===== src/rtl/fetch_pc_unit.sv =====
// Fetch PC register, next-PC select and F/D pipeline register.
// Ports: clk/reset/stall, F_instr in; D_NPCOp/D_bjump/D_jr_target in;
// F_PC/F_pc_err out; D_instr/D_PC/D_PC8/D_exc_adel out (F/D register).
module fetch_pc_unit #(
    parameter logic [31:0] RESET_PC = 32'h0000_3000,
    parameter logic [31:0] IM_BASE  = 32'h0000_3000,
    parameter int unsigned IM_WORDS = 4096
) (
    input  logic        clk,
    input  logic        reset,
    input  logic        stall,
    input  logic [31:0] F_instr,
    input  logic [1:0]  D_NPCOp,
    input  logic        D_bjump,
    input  logic [31:0] D_jr_target,
    output logic [31:0] F_PC,
    output logic        F_pc_err,
    output logic [31:0] D_instr,
    output logic [31:0] D_PC,
    output logic [31:0] D_PC8,
    output logic        D_exc_adel
);

    localparam logic [1:0] NPC_SEQ = 2'd0;
    localparam logic [1:0] NPC_BR  = 2'd1;
    localparam logic [1:0] NPC_J   = 2'd2;
    localparam logic [1:0] NPC_JR  = 2'd3;

    // End bound kept at 33 bits so a range ending at 2^32 still compares.
    localparam logic [32:0] IM_END =
        33'(IM_BASE) + 33'(4 * IM_WORDS);

    logic [31:0] pc_plus4;
    logic [31:0] br_off;
    logic [31:0] npc;

    assign pc_plus4 = F_PC + 32'd4;
    assign br_off   = {{14{D_instr[15]}}, D_instr[15:0], 2'b00};

    // The branch is evaluated from D every cycle; no redirect is
    // latched, so a stall simply re-evaluates with fresh operands.
    always_comb begin
        npc = pc_plus4;
        unique case (D_NPCOp)
            NPC_SEQ: npc = pc_plus4;
            NPC_BR:  npc = D_bjump ? (D_PC + 32'd4 + br_off)
                                   : pc_plus4;
            NPC_J:   npc = {D_PC[31:28], D_instr[25:0], 2'b00};
            NPC_JR:  npc = D_jr_target;
        endcase
    end

    assign F_pc_err = (F_PC[1:0] != 2'b00)
                    | (F_PC < IM_BASE)
                    | ({1'b0, F_PC} >= IM_END);

    // Delay slot is never squashed: whatever sits in F always moves
    // into D on a non-stalled edge. A faulting fetch becomes a nop.
    always_ff @(posedge clk) begin
        if (reset) begin
            F_PC       <= RESET_PC;
            D_instr    <= 32'd0;
            D_PC       <= 32'd0;
            D_exc_adel <= 1'b0;
        end else if (!stall) begin
            F_PC       <= npc;
            D_instr    <= F_pc_err ? 32'd0 : F_instr;
            D_PC       <= F_PC;
            D_exc_adel <= F_pc_err;
        end
    end

    assign D_PC8 = D_PC + 32'd8;

endmodule


===== config.mk =====
export PLATFORM = sky130hd
export DESIGN_NAME = fetch_pc_unit
export DESIGN_NICKNAME = d
export VERILOG_FILES = /design/src/rtl/fetch_pc_unit.sv
export SDC_FILE = /design/constraint.sdc
export NUM_CORES = 1
export LEC_CHECK = 0
export CORE_UTILIZATION = 35
export DETAILED_ROUTE_END_ITERATION = 16
export GPL_TIMING_DRIVEN = 0
export PLACE_DENSITY = 0.58
export SLEW_MARGIN = 10
export SYNTH_ARGS = -nofsm -noshare
export SYNTH_HDL_FRONTEND = slang
export SYNTH_SLANG_ARGS = --single-unit

===== constraint.sdc =====
create_clock -name clk -period 3.6 [get_ports clk]
set_clock_uncertainty 0.15 [all_clocks]
set_input_delay 0.54 -clock clk [delete_from_list [all_inputs] [get_ports clk]]
set_output_delay 0.54 -clock clk [all_outputs]
set_load 0.01 [all_outputs]

Word level (Yosys, flattened, before mapping)
Index checks and enable logic that the tools add are counted.
{"block": "totals", "mem_bits_rw": 0, "romBits": 0, "n_memories": 0, "in_bits": 70, "regBits": 97, "out_inout_bits": 130, "elab_cells": 20, "latch_bits": 0}
{"block": "classes", "n_mul": 0, "div_mod_pow": 0, "shift": 0, "n_addsub": 4, "n_reduce_logical": 2, "eq_ne": 3, "mux": 3, "order_cmp": 2, "bitwise": 2}
{"op": "case mux 32 bit (4 select lines)", "count": 1}
{"op": "adder 32 x 3 -> 32 bit (second input constant)", "count": 2}
{"op": "two-way mux 32 bit", "count": 2}
{"op": "adder 32 bit", "count": 1}
{"op": "adder 32 x 4 -> 32 bit (second input constant)", "count": 1}
{"op": ">= comparator 32 x 15 -> 1 bit (second input constant)", "count": 1}
{"op": "less-than comparator 32 x 14 -> 1 bit (second input constant)", "count": 1}
{"op": "equality test 2 bit (second input constant)", "count": 2}
{"op": "equality test 2 x 1 -> 1 bit (second input constant)", "count": 1}
{"op": "logical NOT 2 bit", "count": 1}
{"op": "OR 1 bit", "count": 2}
{"op": "nonzero test 2 bit", "count": 1}

Longest topological paths before layout
{"block": "depth", "depth_word": 4, "mapped_depth": 14}

Least setup slack after synthesis
Ideal clock, no wire load.
{"block": "synth_path", "path_type": "register to register", "from": "register D_instr[15]", "to": "register F_PC[31]", "period_less_slack_ns": 3.133, "setup_time_ns": 0.127, "stages_incl_launch_ff": 12, "path_slack_ns": 0.467, "arrival_ns": 2.856, "t_required_ns": 3.323, "path_cell_list": "dfxtp_1 -> ha_1 -> ha_1 -> buf_2 -> o21ai_0 -> o21ai_1 -> a31o_2 -> nand3_1 -> a211oi_1 -> nor4_4 -> nor3_1 -> or3_1"}
{"block": "synth_via", "elab_chain_cells": 3}
{"element": "from (decl)", "line_no": "18", "rtl": "output logic [31:0] D_instr,"}
{"element": "from (signal assigned)", "line_no": "67", "rtl": "D_instr <= F_pc_err ? 32'd0 : F_instr;"}
{"element": "adder 32 bit", "line_no": "46", "rtl": "NPC_BR: npc = D_bjump ? (D_PC + 32'd4 + br_off)"}
{"element": "two-way mux 32 bit", "line_no": "46"}
{"element": "case mux 32 bit (4 select lines)", "line_no": "44", "rtl": "unique case (D_NPCOp)"}
{"element": "to (signal assigned)", "line_no": "66", "rtl": "F_PC <= npc;"}
{"element": "to (decl)", "line_no": "16", "rtl": "output logic [31:0] F_PC,"}
No other way between the ends.
A chain may end at the register's enable or synchronous reset.

Worst setup path after layout
{"block": "layout_path", "from": "register D_PC[9]", "to": "output port D_PC8[27]"}
{"block": "layout_via", "elab_chain_cells": 1}
{"element": "from (decl)", "line_no": "19", "rtl": "output logic [31:0] D_PC,"}
{"element": "from (signal assigned)", "line_no": "63", "rtl": "D_PC <= 32'd0;"}
{"element": "from (signal assigned)", "line_no": "68", "rtl": "D_PC <= F_PC;"}
{"element": "adder 32 x 4 -> 32 bit", "line_no": "73", "rtl": "assign D_PC8 = D_PC + 32'd8;"}
{"element": "to (decl)", "line_no": "20", "rtl": "output logic [31:0] D_PC8,"}
No other way between the ends.

==> impl_summary.txt <==
----------------------------------------------------
[Floorplan]
  Die outline area ... about 0.022 mm²
  Effective utilization at floorplan ... 0.360
  Ports placed on the boundary ... 200
  Die height ... roughly 150 µm
  Row Count ... 52
  Core footprint ... ~0.020 mm²
  DIE WIDTH ... 147 µm

[Clocking]
  Clock tree from TritonCTS ... built
  Clock tree sinks ... slightly below 100
  Clock transition time at the flip-flop clock pins of the worst setup and hold paths ... approximately 0.070 ns
  Clock latency at the later pin of the worst-skew pair ... between 0.3 and 0.4 ns
  TritonCTS buffer count ... 9
  CTS Root Cell ... sky130_fd_sc_hd__clkbuf_16
  Number of H-tree levels ... 3
  Quantity of hold-fixing buffers added after cts ... 0
  Maximum clock insertion buffer count ... 2

[Synth]
  Post-Synthesis Cell Area ... between 0.007 and 0.008 mm²
  Number of nets in the synthesized netlist ... about 1100
  Number of instances in the synthesized netlist ... ~950
  Top area cells in the synthesized netlist ... sky130_fd_sc_hd__dfxtp_1, sky130_fd_sc_hd__ha_1, sky130_fd_sc_hd__mux2i_1, sky130_fd_sc_hd__xnor2_1, sky130_fd_sc_hd__a21oi_1
  Area share of the largest cell type after synthesis ... 0.265
  Flop and latch count out of synthesis ... 97
  Register area share after synthesis ... 0.265
  Post-synthesis cell type count ... 67
  Share of synthesized registers carrying an async set or reset ... 0
  Warnings, synthesis ... 0
  Mean cell area of the mapped netlist ... 7.74 µm²
  Main flop type after synthesis ... sky130_fd_sc_hd__dfxtp_1
  Number of enable flip-flop cells after synthesis ... 0
  Cell taking the most area after synthesis ... sky130_fd_sc_hd__dfxtp_1

[STA]
  Final Slew Violations ... 0
  Fin crit share ... 0.959
  Final setup violating endpoints ... 0
  Crit path time final ... between 3 and 4 ns
  Highest clock frequency the design can meet ... between 200 and 300 MHz
  Slew headroom ... 0.344
  Hold violation total from the final report ... 0
  Worst-Margin Slew ... 0.984 ns

[Global routing]
  Number of global-route vias before repair ... between 7000 and 8000
  Pin count of the biggest net entering global routing ... 19
  Wire length of the first global-routing pass ... around 42 mm
  GRT overflow ... 0
  Antenna violations before repair ... 0
  Overall track demand over capacity in global routing ... 0.256

[Worst hold path]
  Classification of the worst-slack hold path ... register to register
  Number of instances on the worst hold path ... 2
  Hold EP ... D_instr[29]$_SDFFE_PP0N_
  Launch point of the worst hold path ... D_instr[29]$_SDFFE_PP0N_

[Final layout]
  Fin cells ... 1427
  Fraction of final layout cells with drive strength greater than 1 ... 0.0519
  Number of nets in the finished design ... around 1300
  Area growth, synth to finish ... 36.8%
  Filler cell count ... about 2100
  Combined area of the multi-input logic cells ... a little over 0.005 mm²
  Storage cell area ... 0.00195 mm²
  Ant diodes ... 0

[Pwr]
  Power consumption ... approximately 0.0029 W
  Pleak ... between 3 and 4 nW
  Power per Cell Area ... between 200 and 300 mW/mm²
  IR drop worst, VDD ... roughly 0.00025 V

[Routing]
  Vias after detailed routing ... between 7000 and 8000
  Total length of routed wires ... approximately 28 mm
  Number of nets with antenna violations after routing ... 0
  # DRC ... 0
  Average routed wire per standard cell ... approximately 19 µm
  TritonRoute pass-1 iters ... 5
  Drt first-iter violations ... around 520
  Via density per instance ... about 5.5

[Critical path]
  CP max FO ... 7
  Slack of the worst reg-to-reg path ... roughly 0.25 ns
  Cell count of the worst reg-to-reg path ... 10
  Data arrival time of the critical path ... around 2.8 ns
  Kind of launch point of the worst setup path ... register
  Reg-to-reg startpoint ... D_PC[4]$_SDFFE_PP0N_
  Data required time at the worst endpoint ... between 2 and 3 ns
  Critical Path End Type ... primary output
  RR Endpoint ... F_PC[26]$_SDFFE_PP0N_
  Critical path class ... register to primary output

[Placed design]
  Half-perimeter wire length of the detailed placement result ... 21.7 mm
  Port-buffer cells ... 196
  Final weighted congestion of routability-driven global placement ... 0.920
  Placed cell count ... 1413

[Outcome]
  Status ... finished, final reports clean

[Job]
  Count of max-cap constraint violations ... 0

----------------------------------------------------
-- cell type report --
| type | count | share of cell area |
|---|---|---|
| Inverter | 37 | 0.0138 |
| Buffer | 56 | 0.0236 |
| Sequential cell | 97 | 0.194 |
| Multi-Input combinational cell | 756 | 0.505 |
| Tap cell | 270 | 0.0337 |
| Clock buffer | 9 | 0.0224 |
| Timing Repair Buffer | 196 | 0.196 |
| Clock inverter | 6 | 0.0115 |
-- placed cells by master, fill, tap and decap left out, types with 5 or more instances in the layout --
cell,count
sky130_fd_sc_hd__o21ai_0,41
sky130_fd_sc_hd__nand3_1,65
sky130_fd_sc_hd__a221oi_1,15
sky130_fd_sc_hd__xnor2_1,56
sky130_fd_sc_hd__mux2_2,5
sky130_fd_sc_hd__mux2i_1,55
sky130_fd_sc_hd__a211oi_1,8
sky130_fd_sc_hd__a21oi_1,90
sky130_fd_sc_hd__clkdlybuf4s50_1,196
sky130_fd_sc_hd__buf_2,5
sky130_fd_sc_hd__ha_1,60
sky130_fd_sc_hd__xor2_1,12
sky130_fd_sc_hd__a21o_1,10
sky130_fd_sc_hd__nor4_1,6
sky130_fd_sc_hd__o211ai_1,5
sky130_fd_sc_hd__and3_1,15
sky130_fd_sc_hd__inv_1,36
sky130_fd_sc_hd__nand4_1,9
sky130_fd_sc_hd__nor3_1,13
sky130_fd_sc_hd__a211o_1,6
sky130_fd_sc_hd__o21ai_1,6
sky130_fd_sc_hd__o221ai_1,5
sky130_fd_sc_hd__nor2b_1,5
sky130_fd_sc_hd__nor2_1,89
sky130_fd_sc_hd__clkbuf_16,9
sky130_fd_sc_hd__clkbuf_1,44
sky130_fd_sc_hd__dfxtp_1,92
sky130_fd_sc_hd__nand2_1,106
-- logic make-up after synthesis --
group,Yosys count,synth area share
flip-flops,97,0.265
AND/OR/NAND/NOR,346,0.226
buffers and inverters,94,0.0515
AO/OA/AOI/OAI,221,0.189
XOR/XNOR,68,0.0812
adder cells (fa/ha/maj),61,0.105
multiplexers,60,0.0828
-- cells in the mapped netlist (all sizes together), types with 5 or more instances --
| library cell | n |
|---|---|
| a211o | 6 |
| a211oi | 10 |
| a21o | 10 |
| a21oi | 91 |
| a221oi | 16 |
| and3 | 19 |
| buf | 11 |
| clkbuf | 46 |
| dfxtp | 97 |
| ha | 60 |
| inv | 36 |
| mux2 | 5 |
| mux2i | 55 |
| nand2 | 106 |
| nand3 | 67 |
| nand4 | 9 |
| nor2 | 91 |
| nor2b | 5 |
| nor3 | 14 |
| nor4 | 11 |
| o211ai | 5 |
| o21ai | 47 |
| o221ai | 5 |
| xnor2 | 56 |
| xor2 | 12 |
-- registers in the layout, summed over array words and instances (netlist names) --
register,count
D_exc_adel,1
D_PC,32
D_instr,32
F_PC,32
-- worst max-delay path: stages, from the launching register on --
cell and delay [ns]:
sky130_fd_sc_hd__dfxtp_2 0.39, sky130_fd_sc_hd__and3_1 0.21, sky130_fd_sc_hd__and3_1 0.22, sky130_fd_sc_hd__nand3_1 0.13, sky130_fd_sc_hd__nor2_2 0.16, sky130_fd_sc_hd__and3_2 0.25
sky130_fd_sc_hd__and3_4 0.23, sky130_fd_sc_hd__nand4_1 0.11, sky130_fd_sc_hd__xnor2_1 0.15, sky130_fd_sc_hd__clkdlybuf4s50_1 0.54
-- per-stage QoR --
| step | area (µm²) | TNS [ns] | worst slack [ns] | util | hold slack (ns) |
|---|---|---|---|---|---|
| final | 10000 | 0 | 0.149 | 0.493 | 0.314 |
| after CTS | 9990 | 0 | 0.000532 | 0.490 | 0.317 |
| after detailed placement | 9630 | -0.291 | -0.148 | 0.473 | 0.307 |
| after floorplan | 7330 | 0 | 0.467 | - | 0.336 |
| after global routing | 10000 | -0.00929 | -0.00929 | 0.493 | 0.334 |
| after global placement | 9630 | -0.337 | -0.172 | 0.473 | 0.299 |
-- worst max-delay path by stage --
stage | from | end | slack (ns) | cells past startpoint
2_1_floorplan | D_instr[15]$_SDFFE_PP0N_ | F_PC[31]$_SDFFE_PP0N_ | 0.47 | 11
3_3_place_gp | D_instr[15]$_SDFFE_PP0N_ | F_PC[26]$_SDFFE_PP0N_ | -0.17 | 11
3_5_place_dp | D_instr[15]$_SDFFE_PP0N_ | F_PC[26]$_SDFFE_PP0N_ | -0.15 | 11
4_1_cts | D_PC[6]$_SDFFE_PP0N_ | D_PC8[26] | 0.0005 | 8
5_1_grt | D_PC[9]$_SDFFE_PP0N_ | D_PC8[27] | -0.009 | 9
6_report | D_PC[9]$_SDFFE_PP0N_ | D_PC8[27] | 0.15 | 9
-- per-layer routing --
| layer | track usage | vias to the layer above | part of all wire | routed length (µm) |
|---|---|---|---|---|
| met5 | 0 | - | 0 | 0 |
| met4 | 0.0854 | 0 | 0.021 | 595 |
| met2 | 0.435 | 271 | 0.48 | 13300 |
| met1 | 0.332 | 3722 | 0.44 | 12200 |
| met3 | 0.0370 | 34 | 0.057 | 1570 |
| li1 | - | 3799 | - | - |
-- what timing repair did --
item                                    CTS  global route
pin swaps                                 0             0
endpoints found under the hold margin     0             0
gates cloned                              0             0
endpoints found under the setup margin   11            16
resized for setup                         9            14
buffers inserted                          0             0
-- report_power, final --
part / total (W) / switching (W) / internal (W)
Clock: 0.00116 / 0.000477 / 0.000682
Combinational: 0.000567 / 0.000290 / 0.000276
Sequential: 0.00119 / 0.0000760 / 0.00111
No activity file was read; power rests on OpenSTA's default activity.
==> RTL edit 1: new RTL, same settings <==
Register the input `D_jr_target` before use, with the module's reset. The logic sees it one clock later. The other inputs are not delayed to match.
--- a/src/rtl/fetch_pc_unit.sv
+++ b/src/rtl/fetch_pc_unit.sv
@@ -31,4 +31,14 @@
         33'(IM_BASE) + 33'(4 * IM_WORDS);
 
+    logic [31:0] D_jr_target_q;
+
+    always_ff @(posedge clk) begin
+        if (reset) begin
+            D_jr_target_q <= '0;
+        end else begin
+            D_jr_target_q <= D_jr_target;
+        end
+    end
+
     logic [31:0] pc_plus4;
     logic [31:0] br_off;
@@ -47,5 +57,5 @@
                                    : pc_plus4;
             NPC_J:   npc = {D_PC[31:28], D_instr[25:0], 2'b00};
-            NPC_JR:  npc = D_jr_target;
+            NPC_JR:  npc = D_jr_target_q;
         endcase
     end
Check against the original RTL: not equivalent (Yosys sat finds a counterexample within 4 cycles, from zero or initial values and one cycle with reset high).
==> RTL edit 1 against the original RTL <==
- setup slack better by 0.030 ns
- sequential share of layout area up 3.7 points
- first-iteration DRC count up 21%
- sequential cell count up 32
- sequential power up 30%
- final area up 12%
- clock power up 47%
- synthesized area up 13%
- wire length up 8.4%
- total power up 31%
==> RTL edit 1: results (changes against the original RTL) <==
status: "finished clean"  # unchanged
leakage_nw: 4.45  # was 3.96 nW
cpLargestDelayFamily: "compound AO/OA/AOI/OAI gates"  # was simple AND/OR/NAND/NOR gates
synth_top_cells_by_area: "dfxtp_1 31%, ha_1 9.1%, nor2_1 7.2%"  # was dfxtp_1 26%, ha_1 10%, mux2i_1 7.5%
grt_use_total: 0.250  # was 0.256
hold_ws_ns: 0.343  # was 0.314 ns
cp.arrival_ns: 3.62  # was 2.76 ns
synth-seq-cells: 129  # was 97
multi_input_area_share: 0.475  # was 0.505
synth_compound_area_frac: 0.178  # was 0.189
numPortBuffers: 197  # was 196
routedWlPerCell_um: 19.0  # was 19.4 µm
place_inst: 1545  # was 1413
clk_latency_ns: 0.43  # was 0.36 ns
ys_seq_area_frac: 0.313  # was 0.265
placed_area_um2: 10600  # was 9630 µm²
nNonClkInverters: 34  # was 37
synth-xor-area-share: 0.0700  # was 0.0812
clkCellAreaFrac: 0.0505  # was 0.0339
whs_endpoint: "D_instr[30]"  # was D_instr[29]
dp_hpwl_mm: 22.8  # was 21.7 mm
worstSetupEndpoint: "F_PC[19]"  # was D_PC8[27]
hp-start: "D_instr[30]"  # was D_instr[29]
startpoint: "D_PC[3]"  # was D_PC[9]
cts_made_buffers: 17  # was 9
synthCells: 1035  # was 947
buffers: 253  # was 252
num-fill-cells: 2320  # was 2078
pre_cts_ws_ns: 0.0421  # was -0.148 ns
synth_fa_ha_area_frac: 0.0934  # was 0.105
muxShareOfSynthArea: 0.0778  # was 0.0828
synth_cell_type_count: 68  # was 67
n_antenna_cell: 1  # was 0
post_cts_resized: 5  # was 9
peakVddDrop_uv: 264  # was 246 µV
worst_slew_pin_slew_ns: 1.00  # was 0.984 ns
switching_power_mw: 1.03  # was 0.843 mW
grt_pass1_vias: 7855  # was 7584
final_cells: 1576  # was 1427
synth-async-reset-ratio: 0  # unchanged
htreeDepth: 4  # was 3
register_area_um2: 2590  # was 1950 µm²
multi_input_cells: 814  # was 756
drive_gt1_frac: 0.0674  # was 0.0519
nonClkBufAreaFrac: 0.197  # was 0.219
n_tap_cell: 313  # was 270
multi_input_area_um2: 5330  # was 5070 µm²
drt-initial-drc-count: 630  # was 521
num_vias: 8424  # was 7826
worst-r2r-setup-slack_ns: 0.18  # was 0.25 ns
cp_slowest_cell: "or4_1"  # was clkdlybuf4s50_1
nClkBuffers: 22  # was 9
synthTopCellsByCount: "159 x nor2_1, 129 x dfxtp_1, 96 x nand2_1"  # was 106 x nand2_1, 97 x dfxtp_1, 91 x nor2_1
nNetsFinal: 1380  # was 1284
gp_congestion: 0.893  # was 0.920
grt_pass1_wl_mm: 45.8  # was 42.5 mm
reg2reg_depth: 12  # was 10
max_stage_delay_ns: 0.49  # was 0.54 ns
syn-num-nets: 1166  # was 1078
timing.fmax_mhz: 292  # was 290 MHz
-- RTL edit 1: changes by cell type after synthesis, moves of 10 or more --
cell / before / now
mux2_2: 5 / 17
nand2_1: 106 / 96
nand3_1: 66 / 31
o21ai_0: 42 / 32
nor2b_1: 5 / 35
dfxtp_1: 97 / 129
nor2_1: 91 / 159
mux2i_1: 55 / 45
-- RTL edit 1: routing by layer --
| metal | GRT usage | share of wire | vias up |
|---|---|---|---|
| met1 | 0.347 | 0.47 | 3979 |
| met4 | 0.0784 | 0.019 | 0 |
| li1 | - | - | 4067 |
| met2 | 0.387 | 0.44 | 337 |
| met3 | 0.0514 | 0.076 | 41 |
| met5 | 0 | 0 | - |
-- RTL edit 1: power by group through the flow --
stage	registers, mW	logic [mW]	clock network (mW)
global placement	1.58	0.549	0
finish	1.55	0.558	1.71
global route	1.56	0.603	1.79
CTS	1.55	0.557	1.73
floorplan	1.57	0.274	0
detailed placement	1.58	0.552	0
==> RTL edit 2: new RTL, config.mk and constraints unchanged <==
Made on the original files. `IM_WORDS`: 4096 -> 2048.
--- a/src/rtl/fetch_pc_unit.sv
+++ b/src/rtl/fetch_pc_unit.sv
@@ -5,5 +5,5 @@
     parameter logic [31:0] RESET_PC = 32'h0000_3000,
     parameter logic [31:0] IM_BASE  = 32'h0000_3000,
-    parameter int unsigned IM_WORDS = 4096
+    parameter int unsigned IM_WORDS = 2048
 ) (
     input  logic        clk,
Check against the original RTL: not equivalent (Yosys sat finds a counterexample within 4 cycles, from zero or initial values and one cycle with reset high).
==> RTL edit 2 against the original RTL <==
- wire length grew 0.85%
- worst hold slack gained 0.0014 ns
- die area shrank 1.9%
- final area shrank 1.8%
- non-clock buffer count grew 4
- utilization shrank 0.42 points
- synthesized area shrank 1.9%
- total power shrank 6.5%
- setup slack lost 0.037 ns
- sequential cell count is the same
- critical endpoint is now F_PC[15]
==> RTL edit 2: results (changes against the original RTL) <==
status: "finished clean"  # unchanged
buffers: 256  # was 252
wl_met2_mm: 12.2  # was 13.3 mm
antenna_found_initial: 0  # unchanged
cp.arrival_ns: 3.57  # was 2.76 ns
place_inst: 1395  # was 1413
worstPathMaxFanout: 10  # was 7
grt_pass1_vias: 7405  # was 7584
switching_power_mw: 0.858  # was 0.843 mW
num-fill-cells: 2036  # was 2078
nNonClkInverters: 35  # was 37
grt_use_total: 0.262  # was 0.256
dp_hpwl_mm: 21.6  # was 21.7 mm
gr-usage-met1: 0.364  # was 0.332
syn-num-nets: 1060  # was 1078
ys_seq_area_frac: 0.270  # was 0.265
met1Wirelength_mm: 13.0  # was 12.2 mm
multi_input_cells: 739  # was 756
use_met3: 0.0395  # was 0.0370
cp_slowest_cell: "nor2_1"  # was clkdlybuf4s50_1
multi_input_area_share: 0.500  # was 0.505
leakage_nw: 3.84  # was 3.96 nW
synthTopCellsByCount: "103 x nor2_1, 97 x dfxtp_1, 97 x nand2_1"  # was 106 x nand2_1, 97 x dfxtp_1, 91 x nor2_1
gp_congestion: 0.903  # was 0.920
max_stage_delay_ns: 0.82  # was 0.54 ns
drive_gt1_frac: 0.0534  # was 0.0519
placed_area_um2: 9490  # was 9630 µm²
synthCells: 929  # was 947
peakVddDrop_uv: 248  # was 246 µV
num_vias: 7735  # was 7826
viasPerCell: 5.47  # was 5.48
top_layer: "met4"  # unchanged
nNetsFinal: 1269  # was 1284
ys_warn_count: 0  # unchanged
numPortBuffers: 196  # unchanged
grt_pass1_wl_mm: 42.9  # was 42.5 mm
grtUsageMet2: 0.413  # was 0.435
max_slew_margin: 0.189  # was 0.344
grt_max_degree: 19  # unchanged
clkCellAreaFrac: 0.0288  # was 0.0339
synth_top_cells_by_area: "dfxtp_1 27%, ha_1 10%, mux2i_1 7.7%"  # was dfxtp_1 26%, ha_1 10%, mux2i_1 7.5%
wl_met3_mm: 2.06  # was 1.57 mm
drt-initial-drc-count: 652  # was 521
synth_cell_type_count: 58  # was 67
hold_class: "flop to flop"  # unchanged
nonClkBufAreaFrac: 0.225  # was 0.219
register_area_um2: 1950  # about the same
design_area_um2: 9850  # was 10000 µm²
pre_cts_ws_ns: -0.246  # was -0.148 ns
routedWlPerCell_um: 19.8  # was 19.4 µm
synth-seq-cells: 97  # unchanged
die_area_um2: 21100  # was 21500 µm²
RTL edit 2: changes by cell type in the layout (fill, tap and decap cells not counted), sizes merged, moves of 5 or more:
| cell | before | now |
|---|---|---|
| nor2 | 91 | 103 |
| a21oi | 91 | 80 |
| nand4 | 9 | 20 |
| nand3 | 67 | 57 |
| nand2 | 106 | 98 |
| and3 | 19 | 12 |
| xnor2 | 56 | 49 |
| a211o | 6 | 1 |
| buf | 11 | 16 |
| nor4 | 11 | 6 |
| o21a | 3 | 8 |
| o32ai | 0 | 5 |
RTL edit 2: kinds of logic (layout without fill, tap and decap cells):
logic type / Yosys count / after routing / share of synthesized area
AO/OA/AOI/OAI: 218 / 218 / 0.194
multiplexers: 61 / 61 / 0.0859
adder cells (fa/ha/maj): 61 / 61 / 0.107
XOR/XNOR: 64 / 64 / 0.0779
AND/OR/NAND/NOR: 335 / 335 / 0.213
buffers and inverters: 93 / 307 / 0.0518
flip-flops: 97 / 97 / 0.270
RTL edit 2: power by group through the flow:
stage / Combinational (mW) / Sequential [mW] / Clock [mW]
3_5_place_dp: 0.562 / 1.20 / 0
2_1_floorplan: 0.270 / 1.20 / 0
4_1_cts: 0.564 / 1.18 / 0.982
3_3_place_gp: 0.560 / 1.20 / 0
6_report: 0.568 / 1.18 / 0.975
5_1_grt: 0.609 / 1.19 / 1.03
RTL edit 2: path summary, 6_finish.rpt:
kind,endpoint,depth (start not counted),slack [ns],start
max,F_PC[15],6,0.11,D_NPCOp[0]
min,D_instr[29],2,0.32,D_instr[29]
max reg2reg,F_PC[29],11,0.14,D_instr[15]
min reg2reg,D_instr[29],2,0.32,D_instr[29]
RTL edit 2: what timing repair did:
action / 4_1_cts / 5_1_grt
pin swaps: 0 / 1
setup endpoints to repair: 20 / 14
gates resized for setup: 8 / 15
setup buffers: 2 / 0
